`src/rtl/proj_readout_if.sv`:
```
// proj_readout_if: command, RAM read port and stream bundle
// for the projection readout engine.
interface proj_readout_if #(
    parameter int DATA_W = 10,
    parameter int ADDR_W = 10
);
    logic              iCmdValid;
    logic              oCmdReady;
    logic              iCmdSel;
    logic [ADDR_W-1:0] iCmdBase;
    logic [ADDR_W-1:0] iCmdLen;
    logic              oRdEn;
    logic              oRdSel;
    logic [ADDR_W-1:0] oRdAddr;
    logic [DATA_W-1:0] iRdData;
    logic [DATA_W-1:0] oData;
    logic              oDataValid;
    logic              iDataReady;
    logic              oDone;
    logic              oErr;
    logic [DATA_W-1:0] oPeakVal;
    logic [ADDR_W-1:0] oPeakIdx;
    logic              oBusy;

    modport slave (
        input  iCmdValid, iCmdSel, iCmdBase, iCmdLen,
        input  iRdData, iDataReady,
        output oCmdReady, oRdEn, oRdSel, oRdAddr,
        output oData, oDataValid, oDone, oErr,
        output oPeakVal, oPeakIdx, oBusy
    );

    modport master (
        output iCmdValid, iCmdSel, iCmdBase, iCmdLen,
        output iRdData, iDataReady,
        input  oCmdReady, oRdEn, oRdSel, oRdAddr,
        input  oData, oDataValid, oDone, oErr,
        input  oPeakVal, oPeakIdx, oBusy
    );
endinterface

```
`src/rtl/proj_readout.sv`:
```
// proj_readout: burst reader for the row/column projection banks,
// streams words with backpressure and reports the burst peak.
module proj_readout #(
    parameter int DATA_W    = 10,
    parameter int ADDR_W    = 10,
    parameter int ROW_DEPTH = 480,
    parameter int COL_DEPTH = 640
) (
    input  logic          iCLK,
    input  logic          iRST,
    proj_readout_if.slave bus
);
    typedef enum logic [1:0] {IDLE, READ, DRAIN, DONE} state_t;

    state_t            state;
    logic              sel;
    logic [ADDR_W-1:0] base;
    logic [ADDR_W-1:0] len;
    logic [ADDR_W-1:0] issueCnt;
    logic [ADDR_W-1:0] xferCnt;
    logic              rdRet;
    logic [DATA_W-1:0] mem [2];
    logic              wrPtr;
    logic              rdPtr;
    logic [1:0]        cnt;
    logic [DATA_W-1:0] runVal;
    logic [ADDR_W-1:0] runIdx;
    logic              cmdReady;
    logic              done;
    logic              err;
    logic              busy;
    logic [DATA_W-1:0] peakVal;
    logic [ADDR_W-1:0] peakIdx;

    logic              pop;
    logic              issue;
    logic              upd;
    logic [2:0]        occ;
    logic [DATA_W-1:0] nextVal;
    logic [ADDR_W-1:0] nextIdx;
    logic [ADDR_W:0]   depth;
    logic [ADDR_W:0]   span;
    logic              tooLong;

    assign pop = (cnt != 2'd0) && bus.iDataReady;
    // a word popped this cycle frees its slot for the read issued now
    assign occ = {1'b0, cnt} + {2'b0, rdRet} - {2'b0, pop};
    assign issue = (state == READ) && (occ < 3'd2);

    assign upd     = pop && (mem[rdPtr] > runVal);
    assign nextVal = upd ? mem[rdPtr] : runVal;
    assign nextIdx = upd ? base + xferCnt : runIdx;

    assign depth = bus.iCmdSel ? (ADDR_W+1)'(COL_DEPTH)
                               : (ADDR_W+1)'(ROW_DEPTH);
    assign span    = {1'b0, bus.iCmdBase} + {1'b0, bus.iCmdLen};
    assign tooLong = span > depth;

    assign bus.oCmdReady  = cmdReady;
    assign bus.oRdEn      = issue;
    assign bus.oRdSel     = sel;
    assign bus.oRdAddr    = base + issueCnt;
    assign bus.oData      = mem[rdPtr];
    assign bus.oDataValid = (cnt != 2'd0);
    assign bus.oDone      = done;
    assign bus.oErr       = err;
    assign bus.oPeakVal   = peakVal;
    assign bus.oPeakIdx   = peakIdx;
    assign bus.oBusy      = busy;

    always_ff @(posedge iCLK or negedge iRST) begin
        if (!iRST) begin
            state    <= IDLE;
            sel      <= 1'b0;
            base     <= '0;
            len      <= '0;
            issueCnt <= '0;
            xferCnt  <= '0;
            rdRet    <= 1'b0;
            mem[0]   <= '0;
            mem[1]   <= '0;
            wrPtr    <= 1'b0;
            rdPtr    <= 1'b0;
            cnt      <= 2'd0;
            runVal   <= '0;
            runIdx   <= '0;
            cmdReady <= 1'b1;
            done     <= 1'b0;
            err      <= 1'b0;
            busy     <= 1'b0;
            peakVal  <= '0;
            peakIdx  <= '0;
        end else begin
            done  <= 1'b0;
            err   <= 1'b0;
            rdRet <= issue;
            cnt   <= cnt + {1'b0, rdRet} - {1'b0, pop};
            if (rdRet) begin
                mem[wrPtr] <= bus.iRdData;
                wrPtr      <= ~wrPtr;
            end
            if (pop) begin
                rdPtr   <= ~rdPtr;
                xferCnt <= xferCnt + ADDR_W'(1);
                runVal  <= nextVal;
                runIdx  <= nextIdx;
            end
            unique case (state)
                IDLE: begin
                    if (bus.iCmdValid) begin
                        if (tooLong) begin
                            err <= 1'b1;
                        end else if (bus.iCmdLen == '0) begin
                            state    <= DONE;
                            done     <= 1'b1;
                            cmdReady <= 1'b0;
                            peakVal  <= '0;
                            peakIdx  <= bus.iCmdBase;
                        end else begin
                            state    <= READ;
                            sel      <= bus.iCmdSel;
                            base     <= bus.iCmdBase;
                            len      <= bus.iCmdLen;
                            issueCnt <= '0;
                            xferCnt  <= '0;
                            runVal   <= '0;
                            runIdx   <= bus.iCmdBase;
                            busy     <= 1'b1;
                            cmdReady <= 1'b0;
                        end
                    end
                end
                READ: begin
                    if (issue) begin
                        issueCnt <= issueCnt + ADDR_W'(1);
                        if (issueCnt + ADDR_W'(1) == len)
                            state <= DRAIN;
                    end
                end
                DRAIN: begin
                    if (pop && (xferCnt + ADDR_W'(1) == len)) begin
                        state   <= DONE;
                        done    <= 1'b1;
                        busy    <= 1'b0;
                        peakVal <= nextVal;
                        peakIdx <= nextIdx;
                    end
                end
                DONE: begin
                    state    <= IDLE;
                    cmdReady <= 1'b1;
                end
            endcase
        end
    end
endmodule
```
`src/flat_wrapper.sv`:
```
// flat-port wrapper written by rule: the top's interface ports become plain ports
module proj_readout_flat 
#(
    parameter int DATA_W    = 10,
    parameter int ADDR_W    = 10,
    parameter int ROW_DEPTH = 480,
    parameter int COL_DEPTH = 640
)
  (iCLK, iRST, bus_iCmdValid, bus_iCmdSel, bus_iCmdBase, bus_iCmdLen, bus_iRdData, bus_iDataReady, bus_oCmdReady, bus_oRdEn, bus_oRdSel, bus_oRdAddr, bus_oData, bus_oDataValid, bus_oDone, bus_oErr, bus_oPeakVal, bus_oPeakIdx, bus_oBusy);
  proj_readout_if #(.DATA_W(DATA_W), .ADDR_W(ADDR_W)) bus_i ();
  input  logic iCLK;
  input  logic iRST;
  input wire logic [$bits(bus_i.iCmdValid)-1:0] bus_iCmdValid;
  input wire logic [$bits(bus_i.iCmdSel)-1:0] bus_iCmdSel;
  input wire logic [$bits(bus_i.iCmdBase)-1:0] bus_iCmdBase;
  input wire logic [$bits(bus_i.iCmdLen)-1:0] bus_iCmdLen;
  input wire logic [$bits(bus_i.iRdData)-1:0] bus_iRdData;
  input wire logic [$bits(bus_i.iDataReady)-1:0] bus_iDataReady;
  output wire logic [$bits(bus_i.oCmdReady)-1:0] bus_oCmdReady;
  output wire logic [$bits(bus_i.oRdEn)-1:0] bus_oRdEn;
  output wire logic [$bits(bus_i.oRdSel)-1:0] bus_oRdSel;
  output wire logic [$bits(bus_i.oRdAddr)-1:0] bus_oRdAddr;
  output wire logic [$bits(bus_i.oData)-1:0] bus_oData;
  output wire logic [$bits(bus_i.oDataValid)-1:0] bus_oDataValid;
  output wire logic [$bits(bus_i.oDone)-1:0] bus_oDone;
  output wire logic [$bits(bus_i.oErr)-1:0] bus_oErr;
  output wire logic [$bits(bus_i.oPeakVal)-1:0] bus_oPeakVal;
  output wire logic [$bits(bus_i.oPeakIdx)-1:0] bus_oPeakIdx;
  output wire logic [$bits(bus_i.oBusy)-1:0] bus_oBusy;
  assign bus_i.iCmdValid = bus_iCmdValid;
  assign bus_i.iCmdSel = bus_iCmdSel;
  assign bus_i.iCmdBase = bus_iCmdBase;
  assign bus_i.iCmdLen = bus_iCmdLen;
  assign bus_i.iRdData = bus_iRdData;
  assign bus_i.iDataReady = bus_iDataReady;
  assign bus_oCmdReady = bus_i.oCmdReady;
  assign bus_oRdEn = bus_i.oRdEn;
  assign bus_oRdSel = bus_i.oRdSel;
  assign bus_oRdAddr = bus_i.oRdAddr;
  assign bus_oData = bus_i.oData;
  assign bus_oDataValid = bus_i.oDataValid;
  assign bus_oDone = bus_i.oDone;
  assign bus_oErr = bus_i.oErr;
  assign bus_oPeakVal = bus_i.oPeakVal;
  assign bus_oPeakIdx = bus_i.oPeakIdx;
  assign bus_oBusy = bus_i.oBusy;
  proj_readout #(.DATA_W(DATA_W), .ADDR_W(ADDR_W), .ROW_DEPTH(ROW_DEPTH), .COL_DEPTH(COL_DEPTH)) u_core (.iCLK(iCLK), .iRST(iRST), .bus(bus_i));
endmodule
```
`config.mk`:
```
export PLATFORM = sky130hd
export DESIGN_NAME = proj_readout_flat
export DESIGN_NICKNAME = d
export VERILOG_FILES = /design/src/rtl/proj_readout_if.sv /design/src/rtl/proj_readout.sv /design/src/flat_wrapper.sv
export SDC_FILE = /design/constraint.sdc
export NUM_CORES = 1
export LEC_CHECK = 0
export ABC_AREA = 1
export CAP_MARGIN = 40
export CORE_ASPECT_RATIO = 0.8
export CORE_UTILIZATION = 35
export DETAILED_ROUTE_END_ITERATION = 10
export GPL_TIMING_DRIVEN = 0
export PLACE_DENSITY_LB_ADDON = 0.2
export SETUP_SLACK_MARGIN = 0.5
export SLEW_MARGIN = 10
export SYNTH_ARGS = -nofsm -noshare
export SYNTH_HDL_FRONTEND = slang
export SYNTH_SLANG_ARGS = --single-unit
```
`constraint.sdc`:
```
create_clock -name iCLK -period 4.2 [get_ports iCLK]
set_clock_uncertainty 0.05 [all_clocks]
set_input_delay 1.26 -clock iCLK [delete_from_list [all_inputs] [get_ports iCLK]]
set_output_delay 1.26 -clock iCLK [all_outputs]
set_load 0.1 [all_outputs]
```
# ---- Word-level counts from Yosys, hierarchy flattened
# Cells that the tools add are included.
dict set report totals {
  reg_bits 112
  latch_bits 0
  ram_bits 0
  romBits 0
  in_bits 35
  output_inout_bits 47
  n_memories 0
}
dict set report op_classes {
  addsub 9
  n_mul 0
  div_mod_pow 0
  order_cmp 6
  eq_ne 12
  shift 0
  mux 62
  bitwise 6
  reduce_logical 17
}
# op count
set ops {}
lappend ops {{2-to-1 mux 10 bit} 34}
lappend ops {{one-hot mux 10 bit (2 select lines)} 3}
lappend ops {{adder 10 x 1 -> 10 bit, second input constant} 2}
lappend ops {{adder 10 bit} 2}
lappend ops {{bitwise mux 20 bit} 1}
lappend ops {{== test 10 bit} 2}
lappend ops {{AND reduction 5 bit} 4}
lappend ops {{2-to-1 mux 1 bit} 13}
lappend ops {{2-to-1 mux 2 bit} 6}
lappend ops {{adder 10 x 10 -> 11 bit} 1}
lappend ops {{greater-than comparator 11 bit} 1}
lappend ops {{demux 10 bit (select 1 bit)} 1}
lappend ops {{greater-than comparator 10 bit} 1}
lappend ops {{zero test 10 bit} 1}
lappend ops {{!= test 2 bit, second input constant} 4}
lappend ops {{one-hot mux 2 bit (4 select lines)} 1}
lappend ops {{nonzero test 2 bit} 4}
lappend ops {{!= test 2 x 1 -> 1 bit, second input constant} 3}
lappend ops {{one-hot mux 1 bit (2 select lines)} 3}
lappend ops {{logical AND 1 bit} 5}
lappend ops {{== test 2 bit, second input constant} 2}
lappend ops {{>= comparator 2 bit, second input constant} 2}
lappend ops {{NOT 1 bit} 4}
lappend ops {{NOT 1 -> 2 bit} 2}
lappend ops {{10 further kinds} 10}

# ---- Longest topological paths before layout
# Gate-level depths: netlist of run 1.
dict set report logic_depth {
  word_depth 12
  mapped_depth 22
  ltp_nobuf 21
}

# ---- Worst setup path after synthesis of run 1
# No wires, ideal clock.
dict set report synth_timing {
  path_kind {input -> output}
  startpoint {in bus_iDataReady}
  endpoint {out bus_oRdEn}
  t_arrival_ps 4088
  required_time_ps 2890
  slack_ps -1198
  cell_stages 10
  path_buffers 1
  cell_sequence {o21a_1 buf_1 ha_1 inv_1 ha_1 inv_1 fa_1 xnor2_1 nand2_1 nor2_1}
}
dict set report synth_between {
  elab_chain_cells 4
}
# item line
set synth_lines {}
lappend synth_lines {{start, declared} flat_wrapper.sv:18} ;# input wire logic [$bits(bus_i.iDataReady)-1:0] bus_iDataReady;
lappend synth_lines {{logical AND 1 bit} proj_readout.sv:45} ;# assign pop = (cnt != 2'd0) && bus.iDataReady;
lappend synth_lines {{named net u_core.pop} proj_readout.sv:35} ;# logic pop;
lappend synth_lines {{subtractor 3 x 1 -> 3 bit} proj_readout.sv:47} ;# assign occ = {1'b0, cnt} + {2'b0, rdRet} - {2'b0, pop};
lappend synth_lines {{< comparator 3 x 2 -> 1 bit} proj_readout.sv:48} ;# assign issue = (state == READ) && (occ < 3'd2);
lappend synth_lines {{logical AND 1 bit} proj_readout.sv:48}
lappend synth_lines {{end, declared} flat_wrapper.sv:20} ;# output wire logic [$bits(bus_i.oRdEn)-1:0] bus_oRdEn;
# The timed path passes the listed nets, and every way through them passes these cells.

# ---- Worst setup path in the final report of run 1
# Same ends and word-level chain as after synthesis.

==> results of run 1 <==
==> layout make-up <==
cell class,instances,share of cell area
multi-input combinational,722,0.415
timing repair inverter,1,0.000975
clock inverter,7,0.00780
inverter,196,0.0655
sequential,112,0.244
timing repair buffer,191,0.196
tap,269,0.0291
buffer,27,0.0224
clock buffer,9,0.0195
==> worst min path at each step <==
stage | startpoint | endpoint | cells after the start
2_1_floorplan | u_core.mem[0] | u_core.mem[0] | 2
6_report | u_core.mem[16] | u_core.mem[16] | 2
5_1_grt | u_core.mem[5] | u_core.mem[5] | 2
3_3_place_gp | u_core.mem[0] | u_core.mem[0] | 2
4_1_cts | u_core.mem[0] | u_core.mem[0] | 2
3_5_place_dp | u_core.mem[0] | u_core.mem[0] | 2
==> cell families after synthesis <==
logic type                 after synthesis  synth area share
xor gates and xnor gates                27            0.0329
and+or+nand+nor                        471             0.262
buffers and inverters                  223             0.118
adders and majority gates               54            0.0929
DFF                                    112             0.369
AOI/OAI and AO/OA                      170             0.126
==> what timing repair did <==
action	4_1_cts	5_1_grt
cloned	2	9
setup buffers	35	17
endpoints found under the setup margin	97	88
gates resized for setup	175	194
pin swaps	37	37
==> metrics by stage <==
stage	hold slack, ns	utilization	cells
floorplan	0.396	-	1057
global placement	0.413	0.426	1407
detailed placement	0.421	0.462	1455
CTS	0.440	0.504	1508
global route	0.448	0.550	1534
finish	0.438	0.550	1534
==> flip-flops by register name, indices dropped and copies added, names as in the netlist, 10 cells and up <==
register / cells
u_core.runVal: 10
u_core.len: 10
u_core.bus.oPeakVal: 10
u_core.issueCnt: 10
u_core.xferCnt: 10
u_core.bus.oPeakIdx: 10
u_core.base: 10
u_core.runIdx: 10
u_core.mem: 20
==> worst min-delay path: cells and delay by family, from the launching register on <==
| family | cells | cell delay [ns] |
|---|---|---|
| flops | 1 | 0.35 |
| compound gates | 1 | 0.06 |
| simple gates | 1 | 0.05 |
==> layer usage <==
| metal | up-vias | part of all wire |
|---|---|---|
| met5 | - | 0 |
| met4 | 0 | 0.0080 |
| met3 | 13 | 0.048 |
| met2 | 162 | 0.43 |
| met1 | 3575 | 0.51 |
| li1 | 3715 | - |
==> placed cells by master, fill, tap and decap left out, drive strengths merged, types with 4 or more instances in the layout <==
master and n:
nand2 311, inv 196, buf 138, dfrtp 111, o21ai 107, nor2 68
nand3 60, clkdlybuf4s50 53, ha 50, clkbuf 28, a21oi 25, or2 16
xor2 14, o211ai 12, nand4 12, o21a 12, xnor2 12, dlygate4sd2 7
o21bai 6, clkinv 5, fa 4
==> results.json, run 1 <==
{
  "antenna_found_initial": 0,
  "dieArea_um2": 22300,
  "cp_slowest_stage_delay_ns": 0.53,
  "hold_buffers": 0,
  "cts_made_buffers": 9,
  "finalWorstSetupSlack_ns": -0.116,
  "gp_congestion": 0.882,
  "synth_cells": 1057,
  "cp-end-kind": "output pin",
  "fin_area_um2": 11500,
  "cp.arrival_ns": 3.01,
  "crit_slowest_cell": "fa_2",
  "reg2reg_depth": 16,
  "setup-tns-final_ns": -0.116,
  "io_pins": 82,
  "die_h_um": 134,
  "cp-endpoint": "bus_oRdEn",
  "grt_pass1_wl_um": 36300,
  "groute.usage.overall": 0.210,
  "synth-main-ff-cell": "dfrtp_1",
  "worstSkewPairLatency_ns": 0.36,
  "cts_root_buf": "clkbuf_16",
  "synthesis.area_per_instance_um2": 7.19,
  "top_usage_layer": "met1",
  "met2_usage": 0.307,
  "area_growth_pct": 52.0,
  "min_period_ns": 4.32,
  "ys_top_cells_by_count": "nand2_1, inv_1, dfrtp_1",
  "grt_use_met1": 0.325,
  "cts_tree": "built",
  "seqCellArea_um2": 2810,
  "overflow": 0,
  "cts_max_level": 3,
  "seq_area_frac_synth": 0.369,
  "cp-startpoint": "bus_iDataReady",
  "fin_nets": 1349,
  "relSlewSlack": 0.527,
  "drt_wl_total_um": 24000,
  "synthArstFlopShare": 1.00,
  "path_depth": 12,
  "synth_edf_count": 0,
  "reg2reg_to": "u_core.issueCnt[7]",
  "route.detailed.drc": 0,
  "cts.sinks": 112,
  "cp_num_buf_inv": 6,
  "grt_max_degree": 68,
  "die_w_um": 167,
  "cp_data_required_time_ns": 2.89,
  "yosys.area.top_type": "dfrtp_1",
  "max_freq_mhz": 232,
  "finalMaxSlewViolations": 0,
  "worst-slew-pin-transition_ns": 0.702,
  "synth_nets": 1146,
  "clock_path_buffers": 2,
  "path_class": "primary input to output pin",
  "syn-cell-area_um2": 7600,
  "rrSetupSlack_ns": 0.98,
  "hold_path.class": "flop to flop",
  "routed_via_density": 4.87,
  "ant_nets": 0,
  "violations": "negative setup slack",
  "synth_top_area_share": 0.365,
  "drive_gt1_frac": 0.285,
  "io_buffers": 81,
  "clkTransAtPathRegs_ns": 0.08,
  "r2r_start": "u_core.cnt[1]",
  "crit_family": "adder cells",
  "synth_cell_type_count": 42,
  "fill_cells": 1914,
  "drt_iter0_drc": 535,
  "dp_slack_ns": -1.15,
  "core-area_um2": 21000,
  "rsz0062_at_grt": "yes",
  "rows": 47,
  "vias": 7465,
  "grtUsageMet3": 0.0301,
  "maxCapViolCount": 0,
  "synthMostInstantiatedCell": "nand2_1",
  "ys_warn_count": 0,
  "grt_pass1_vias": 6716,
  "path_cells": "buf_6, o21a_4, buf_8, ha_4, inv_2, ha_4, inv_2, fa_2, nand2_2, nor2_4, buf_6, buf_12",
  "antenna-diode-count": 0,
  "post-route-period-util": 1.03,
  "outcome": "complete, but fails checks",
  "multiInputGateArea_um2": 4800,
  "hold_violations": 0,
  "wl_per_cell_um": 15.6,
  "critPathLaunchType": "primary input",
  "ys_ff_latch": 112,
  "initial_core_util": 0.362,
  "dp_hpwl_um": 17500,
  "placed_area_um2": 9690,
  "drt_first_pass_iters": 5,
  "setup_viol": 1,
  "crit_fanout": 2,
  "synth_area_leaders": "dfrtp_1, nand2_1, inv_1, ha_1, o21ai_0"
}
Power of run 1 is not shown: default switching activity piles up to over one toggle a cycle in this logic, so the estimate is an artifact.
==> run 2: changes to the inputs <==
--- a/config.mk
+++ b/config.mk
@@ -5,7 +5,6 @@
 export SDC_FILE = /design/constraint.sdc
 export NUM_CORES = 1
 export LEC_CHECK = 0
-export ABC_AREA = 1
 export CAP_MARGIN = 40
 export CORE_ASPECT_RATIO = 0.8
 export CORE_UTILIZATION = 35
==> run 2 against run 1 <==
  * The run still ends with negative setup slack left
  * Core utilization grew 0.36 points
  * Sequential cell count is the same
  * Global-route usage grew 1.3 points
  * Fmax shrank 5.8%
  * Highest routed layer unchanged
==> results.json, run 2 <==
{
  "hold_violations": 0,
  "placed_area_um2": 9510,
  "dieArea_um2": 21300,
  "relSlewSlack": 0.508,
  "powerDensity_nw_per_um2": 885,
  "groute.usage.overall": 0.223,
  "rsz0062_at_grt": "yes",
  "antenna-diode-count": 0,
  "synth_area_leaders": "dfrtp_1, ha_1, mux2_2, nand2_1, a21oi_1",
  "cts_root_buf": "clkbuf_16",
  "drt_wl_total_um": 23300,
  "reg2reg_depth": 16,
  "cp_common_cell": "buf_6",
  "wl_per_cell_um": 18.2,
  "rows": 46,
  "synth-main-ff-cell": "dfrtp_1",
  "r2r_start": "u_core.cnt[1]",
  "cp_data_required_time_ns": 4.46,
  "setup-tns-final_ns": -23.93,
  "drive_gt1_frac": 0.340,
  "synth_nets": 895,
  "synth_cells": 806,
  "ant_nets": 0,
  "die_h_um": 131,
  "finalMaxSlewViolations": 0,
  "synthMostInstantiatedCell": "dfrtp_1",
  "ys_top_cells_by_count": "dfrtp_1, nand2_1, nor2_1",
  "grt_pass1_wl_um": 36000,
  "final_cell_mix": "dfrtp_1, nand2_1, clkdlybuf4s50_1",
  "worstSkewPairLatency_ns": 0.37,
  "critPathLaunchType": "primary input",
  "largest_reg_flops": 20,
  "synth_edf_count": 0,
  "antenna_found_initial": 0,
  "hold_buffers": 0,
  "area_growth_pct": 53.1,
  "fin_nets": 1097,
  "reg2reg_to": "u_core.state[1]",
  "worst-slew-pin-transition_ns": 0.731,
  "clock_path_buffers": 2,
  "violations": "negative setup slack",
  "cp-endpoint": "u_core.issueCnt[0]",
  "fin_area_um2": 11100,
  "overflow": 0,
  "wl_met3_um": 1150,
  "seq_area_frac_synth": 0.386,
  "io_pins": 82,
  "min_period_ns": 4.58,
  "cp-end-kind": "flop",
  "grt_max_degree": 63,
  "cp-startpoint": "bus_iCmdLen[0]",
  "p_leak_nw": 4.79,
  "finalWorstSetupSlack_ns": -0.380,
  "post-route-period-util": 1.09,
  "setup_viol": 87,
  "top_register": "u_core.mem",
  "crit_fanout": 7,
  "wl_met2_um": 10500,
  "die_w_um": 163,
  "initial_core_util": 0.362,
  "ys_ff_latch": 112,
  "synthArstFlopShare": 1.00,
  "cp_slowest_stage_delay_ns": 0.43,
  "synth_top_area_share": 0.382,
  "whs_ns": 0.435,
  "power.total_mw": 9.84,
  "synthesis.area_per_instance_um2": 9.01,
  "path_cells": "buf_8, ha_4, inv_2, fa_2, nor2b_4, o211ai_1, a21oi_1, nor2_1, xnor2_1, ha_1, and4b_1, o221ai_2, a31o_2, buf_6, a2111oi_4, o211ai_4, buf_6, nor2_4, buf_4, buf_6, o311a_1",
  "io_buffers": 81,
  "drt_iter0_drc": 620,
  "gp_congestion": 0.855,
  "vdd_ir_drop_max_uv": 671,
  "yosys.area.top_type": "dfrtp_1",
  "maxCapViolCount": 0,
  "routed_via_density": 5.38,
  "vias": 6868,
  "synth_cell_type_count": 70,
  "cts_max_level": 3,
  "outcome": "complete, but fails checks",
  "cts_tree": "built",
  "core-area_um2": 20100,
  "ys_warn_count": 0,
  "drt_first_pass_iters": 5,
  "path_class": "primary input to flop",
  "crit_slowest_cell": "a2111oi_4",
  "cts_made_buffers": 9,
  "cts.sinks": 112,
  "layout_commonest_cell": "dfrtp_1",
  "grt_pass1_vias": 6432,
  "hp-start": "u_core.bus.oPeakVal[2]",
  "cp.arrival_ns": 4.84,
  "fill_cells": 1759,
  "rrSetupSlack_ns": -0.17,
  "clkTransAtPathRegs_ns": 0.09,
  "route.detailed.drc": 0,
  "hold_path.class": "flop to flop",
  "max_freq_mhz": 218,
  "dp_hpwl_um": 16300,
  "highest_layer": "met4",
  "wl_met1_um": 11300,
  "syn-cell-area_um2": 7270
}
-- run 2: cell count changes after synthesis, moves of 10 or more --
cell / previous run / this run
xnor2_1: 12 / 32
nand3_1: 57 / 15
a21oi_1: 25 / 59
inv_1: 189 / 44
nand2_1: 304 / 99
mux2_2: 0 / 35
or2_1: 11 / 1
nor3_1: 1 / 16
clkbuf_1: 12 / 28
mux2i_1: 0 / 12
nand2b_1: 0 / 14
o21ai_1: 44 / 1
-- run 2: power breakdown --
| part | switching [mW] | internal (mW) |
|---|---|---|
| Combinational | 4.22 | 2.85 |
| Sequential | 0.344 | 1.52 |
| Clock | 0.477 | 0.423 |
-- run 2: worst min path at each step --
stage	to	slack (ns)	cells past startpoint
floorplan	u_core.wrPtr	0.41	1
global placement	u_core.bus.oPeakIdx[2]	0.42	1
detailed placement	u_core.bus.oPeakIdx[4]	0.42	1
CTS	u_core.bus.oPeakIdx[4]	0.44	1
global route	u_core.wrPtr	0.46	1
finish	u_core.bus.oPeakVal[2]	0.43	2
-- run 2: layout make-up --
type / count / area [µm²] / share of cell area
Timing Repair Buffer: 191 / 2250 / 0.203
Sequential cell: 112 / 2810 / 0.252
Inverter: 45 / 179 / 0.0161
Clock buffer: 9 / 225 / 0.0202
Clock inverter: 7 / 71.3 / 0.00641
Tap cell: 264 / 330 / 0.0297
Buffer: 37 / 323 / 0.0290
Multi-Input combinational cell: 612 / 4930 / 0.444
-- run 2: metal layers --
layer	GRT usage	vias up
li1	-	3255
met5	0	-
met3	0.0372	21
met2	0.340	199
met1	0.330	3393
met4	0.0418	0
-- run 2: worst max-delay path, delay by kind of cell --
family,cells,cell delay (ns)
AOI/OAI and AO/OA,7,1.32
adders and majority gates,3,0.80
buffers and inverters,6,0.69
and+or+nand+nor,4,0.63
xor gates and xnor gates,1,0.13
-- run 2: per-stage QoR --
stage	instances	worst slack, ns	utilization
after floorplan	806	-0.210	-
after global placement	1151	-2.83	0.435
after detailed placement	1200	-1.86	0.473
after CTS	1263	-0.303	0.529
after global routing	1277	-0.489	0.554
final	1277	-0.380	0.554
-- run 2: what timing repair did --
item	CTS	global route
pin swaps	41	49
gates resized for setup	173	117
gates cloned	6	2
setup buffers	42	12
setup endpoints to repair	97	102
-- run 2: kinds of logic (layout without fill, tap and decap cells) --
group,after synthesis,after routing,share of synthesized area
buf+inv,82,289,0.0446
flops,112,112,0.386
xor+xnor,50,50,0.0603
simple gates,266,266,0.168
mux,47,47,0.0708
compound gates,195,195,0.173
fa+ha+maj,54,54,0.0971
No activity file was read; power rests on OpenSTA's default activity.
==> run 3: changes to the inputs <==
==> constraint.sdc (replaced) <==
create_clock -name iCLK -period 4 [get_ports iCLK]
set_clock_uncertainty 0.05 [all_clocks]
set_input_delay 1.2 -clock iCLK [delete_from_list [all_inputs] [get_ports iCLK]]
set_output_delay 1.2 -clock iCLK [all_outputs]
set_load 0.1 [all_outputs]
==> run 3 against run 2 <==
  * The run still ends with negative setup slack left
  * Final area is 1.5% lower
  * Sequential cell count stayed put
  * Via count is 3.1% lower
  * Clock power is 11% higher
  * Die area stayed put
  * Sequential power is 5% higher
  * Critical path depth is 1 higher
  * Routed wire length is 3.5% lower
  * Non-clock buffer count is 1 lower
  * Final cell count hardly changed
  * Core utilization is 0.83 points lower
  * Worst hold slack hardly changed
  * Critical endpoint is now u_core.runIdx[1]
  * Largest cell class unchanged
==> results.json, run 3 (same netlist as run 2, synthesis figures left out) <==
{
  "min_period_ns": 4.40,
  "vdd_ir_drop_max_uv": 618,
  "wl_per_cell_um": 17.6,
  "grt_pass1_vias": 6359,
  "cts.sinks": 112,
  "cts_tree": "built",
  "fill_cells": 1756,
  "clkTransAtPathRegs_ns": 0.08,
  "initial_core_util": 0.362,
  "drt_wl_total_um": 22500,
  "hold_path.class": "flop to flop",
  "route.detailed.drc": 0,
  "highest_layer": "met4",
  "antenna_found_initial": 0,
  "worst-slew-pin-transition_ns": 0.824,
  "overflow": 0,
  "cp_data_required_time_ns": 4.20,
  "wl_met1_um": 11400,
  "rows": 46,
  "post-route-period-util": 1.10,
  "clock_path_buffers": 2,
  "cts_root_buf": "clkbuf_16",
  "drt_first_pass_iters": 5,
  "max_freq_mhz": 227,
  "p_leak_nw": 4.77,
  "finalMaxSlewViolations": 0,
  "drt_iter0_drc": 546,
  "dieArea_um2": 21300,
  "violations": "negative setup slack",
  "layout_commonest_cell": "dfrtp_1",
  "final_cell_mix": "dfrtp_1, nand2_1, nor2_1",
  "swShare": 0.508,
  "p_sw_mw": 5.20,
  "grt_max_degree": 59,
  "utilization": 0.545,
  "layoutNonFillerInstCount": 1276,
  "comb_power_share": 0.712,
  "relSlewSlack": 0.451,
  "outcome": "complete, but fails checks",
  "critPathLaunchType": "primary input",
  "place_inst": 1199,
  "area_growth_pct": 50.8,
  "antenna-diode-count": 0,
  "die_w_um": 163,
  "largest_reg_flops": 20,
  "cp.arrival_ns": 4.60,
  "core-area_um2": 20100,
  "cp-end-kind": "flop",
  "finalWorstSetupSlack_ns": -0.397,
  "groute.usage.overall": 0.219,
  "gp_congestion": 0.852,
  "worstSkewPairLatency_ns": 0.36,
  "cts_max_level": 3,
  "io_pins": 82,
  "setup_viol": 87,
  "fin_nets": 1096,
  "p_int_mw": 5.04,
  "wl_met2_um": 9900,
  "seqCellArea_um2": 2810,
  "ant_nets": 0,
  "dp_hpwl_um": 16400,
  "path_class": "primary input to flop",
  "wl_met3_um": 838,
  "hold_violations": 0,
  "io_buffers": 81,
  "cts_made_buffers": 9,
  "drive_gt1_frac": 0.312,
  "crit_fanout": 6,
  "routed_via_density": 5.21,
  "grt_pass1_wl_um": 35500,
  "p_clk_frac": 0.098,
  "rsz0062_at_grt": "yes",
  "die_h_um": 131,
  "multiInputGateArea_um2": 4840,
  "pwr-share-seq": 0.190,
  "dp_slack_ns": -2.09,
  "top_register": "u_core.mem",
  "vias": 6653,
  "powerDensity_nw_per_um2": 934,
  "maxCapViolCount": 0
}
-- run 3: cell types whose count changed in the layout (fill, tap and decap cells not counted), sizes merged --
cell           delta
dlymetal6s2s      +4
dlygate4sd2       -3
buf               +2
clkdlybuf4s15     -2
bufinv            +1
clkdlybuf4s50     -1
clkinvlp          -1
inv               -1
-- run 3: what timing repair did --
action	CTS	global route
pin swaps	54	49
gates resized for setup	194	73
setup buffers	44	12
gates cloned	5	0
hold buffers	0	0
endpoints found under the setup margin	107	96
-- run 3: cell type report --
cell class,instances,area share
plain buffers,37,0.0290
clock buffers,10,0.0218
flip-flops and latches,112,0.256
well taps,264,0.0301
multi-input cells,612,0.442
repair buffers,190,0.197
clock inverters,6,0.00765
inverters,45,0.0163
-- run 3: worst paths after layout --
path	start	endpoint	slack [ns]	depth (start not counted)
worst max-delay path	bus_iCmdLen[0]	u_core.runIdx[1]	-0.40	22
worst min-delay path	u_core.bus.oPeakIdx[2]	u_core.bus.oPeakIdx[2]	0.43	1
worst max register to register	u_core.cnt[1]	u_core.state[1]	-0.17	16
worst min register to register	u_core.bus.oPeakIdx[2]	u_core.bus.oPeakIdx[2]	0.43	1
max in group asynchronous	iRST	u_core.mem[8]	2.48	2
min in group asynchronous	iRST	u_core.bus.oPeakIdx[3]	0.74	1
-- run 3: power by group through the flow --
stage	sequential (mW)	combinational [mW]	clock, mW
final	1.95	7.29	1.00
after detailed placement	1.96	6.57	0
after CTS	1.94	7.09	1.02
after floorplan	2.55	3.69	0
after global placement	1.95	5.63	0
after global routing	1.99	7.71	1.06
-- run 3: worst max-delay path: stages --
cell and delay (ns):
buf_8 0.10, ha_4 0.16, buf_6 0.11, a211oi_4 0.25, o21ai_2 0.11, a21oi_4 0.14, o21bai_1 0.07, a21oi_1 0.17
o21ai_1 0.08, a21oi_1 0.18, xnor2_1 0.09, ha_1 0.34, o2111ai_4 0.14, buf_6 0.16, a2111oi_4 0.29, buf_4 0.18
o211a_4 0.21, nand3_4 0.15, buf_6 0.20, buf_4 0.14, nor2_4 0.07, a21oi_2 0.03
-- run 3: per-stage QoR --
stage | setup TNS (ns) | cell area [µm²] | power (mW) | hold WS, ns
2_1_floorplan | -25.36 | 7600 | 6.24 | 0.411
3_3_place_gp | -470.69 | 8740 | 7.58 | 0.419
3_5_place_dp | -131.36 | 9490 | 8.53 | 0.414
4_1_cts | -34.94 | 10700 | 10.1 | 0.443
5_1_grt | -40.27 | 11000 | 10.8 | 0.454
6_report | -26.79 | 11000 | 10.2 | 0.435
-- run 3: routing by layer --
metal	GRT usage	up-vias
li1	-	3242
met1	0.321	3243
met2	0.336	146
met3	0.0275	22
met4	0.0605	0
met5	0	-
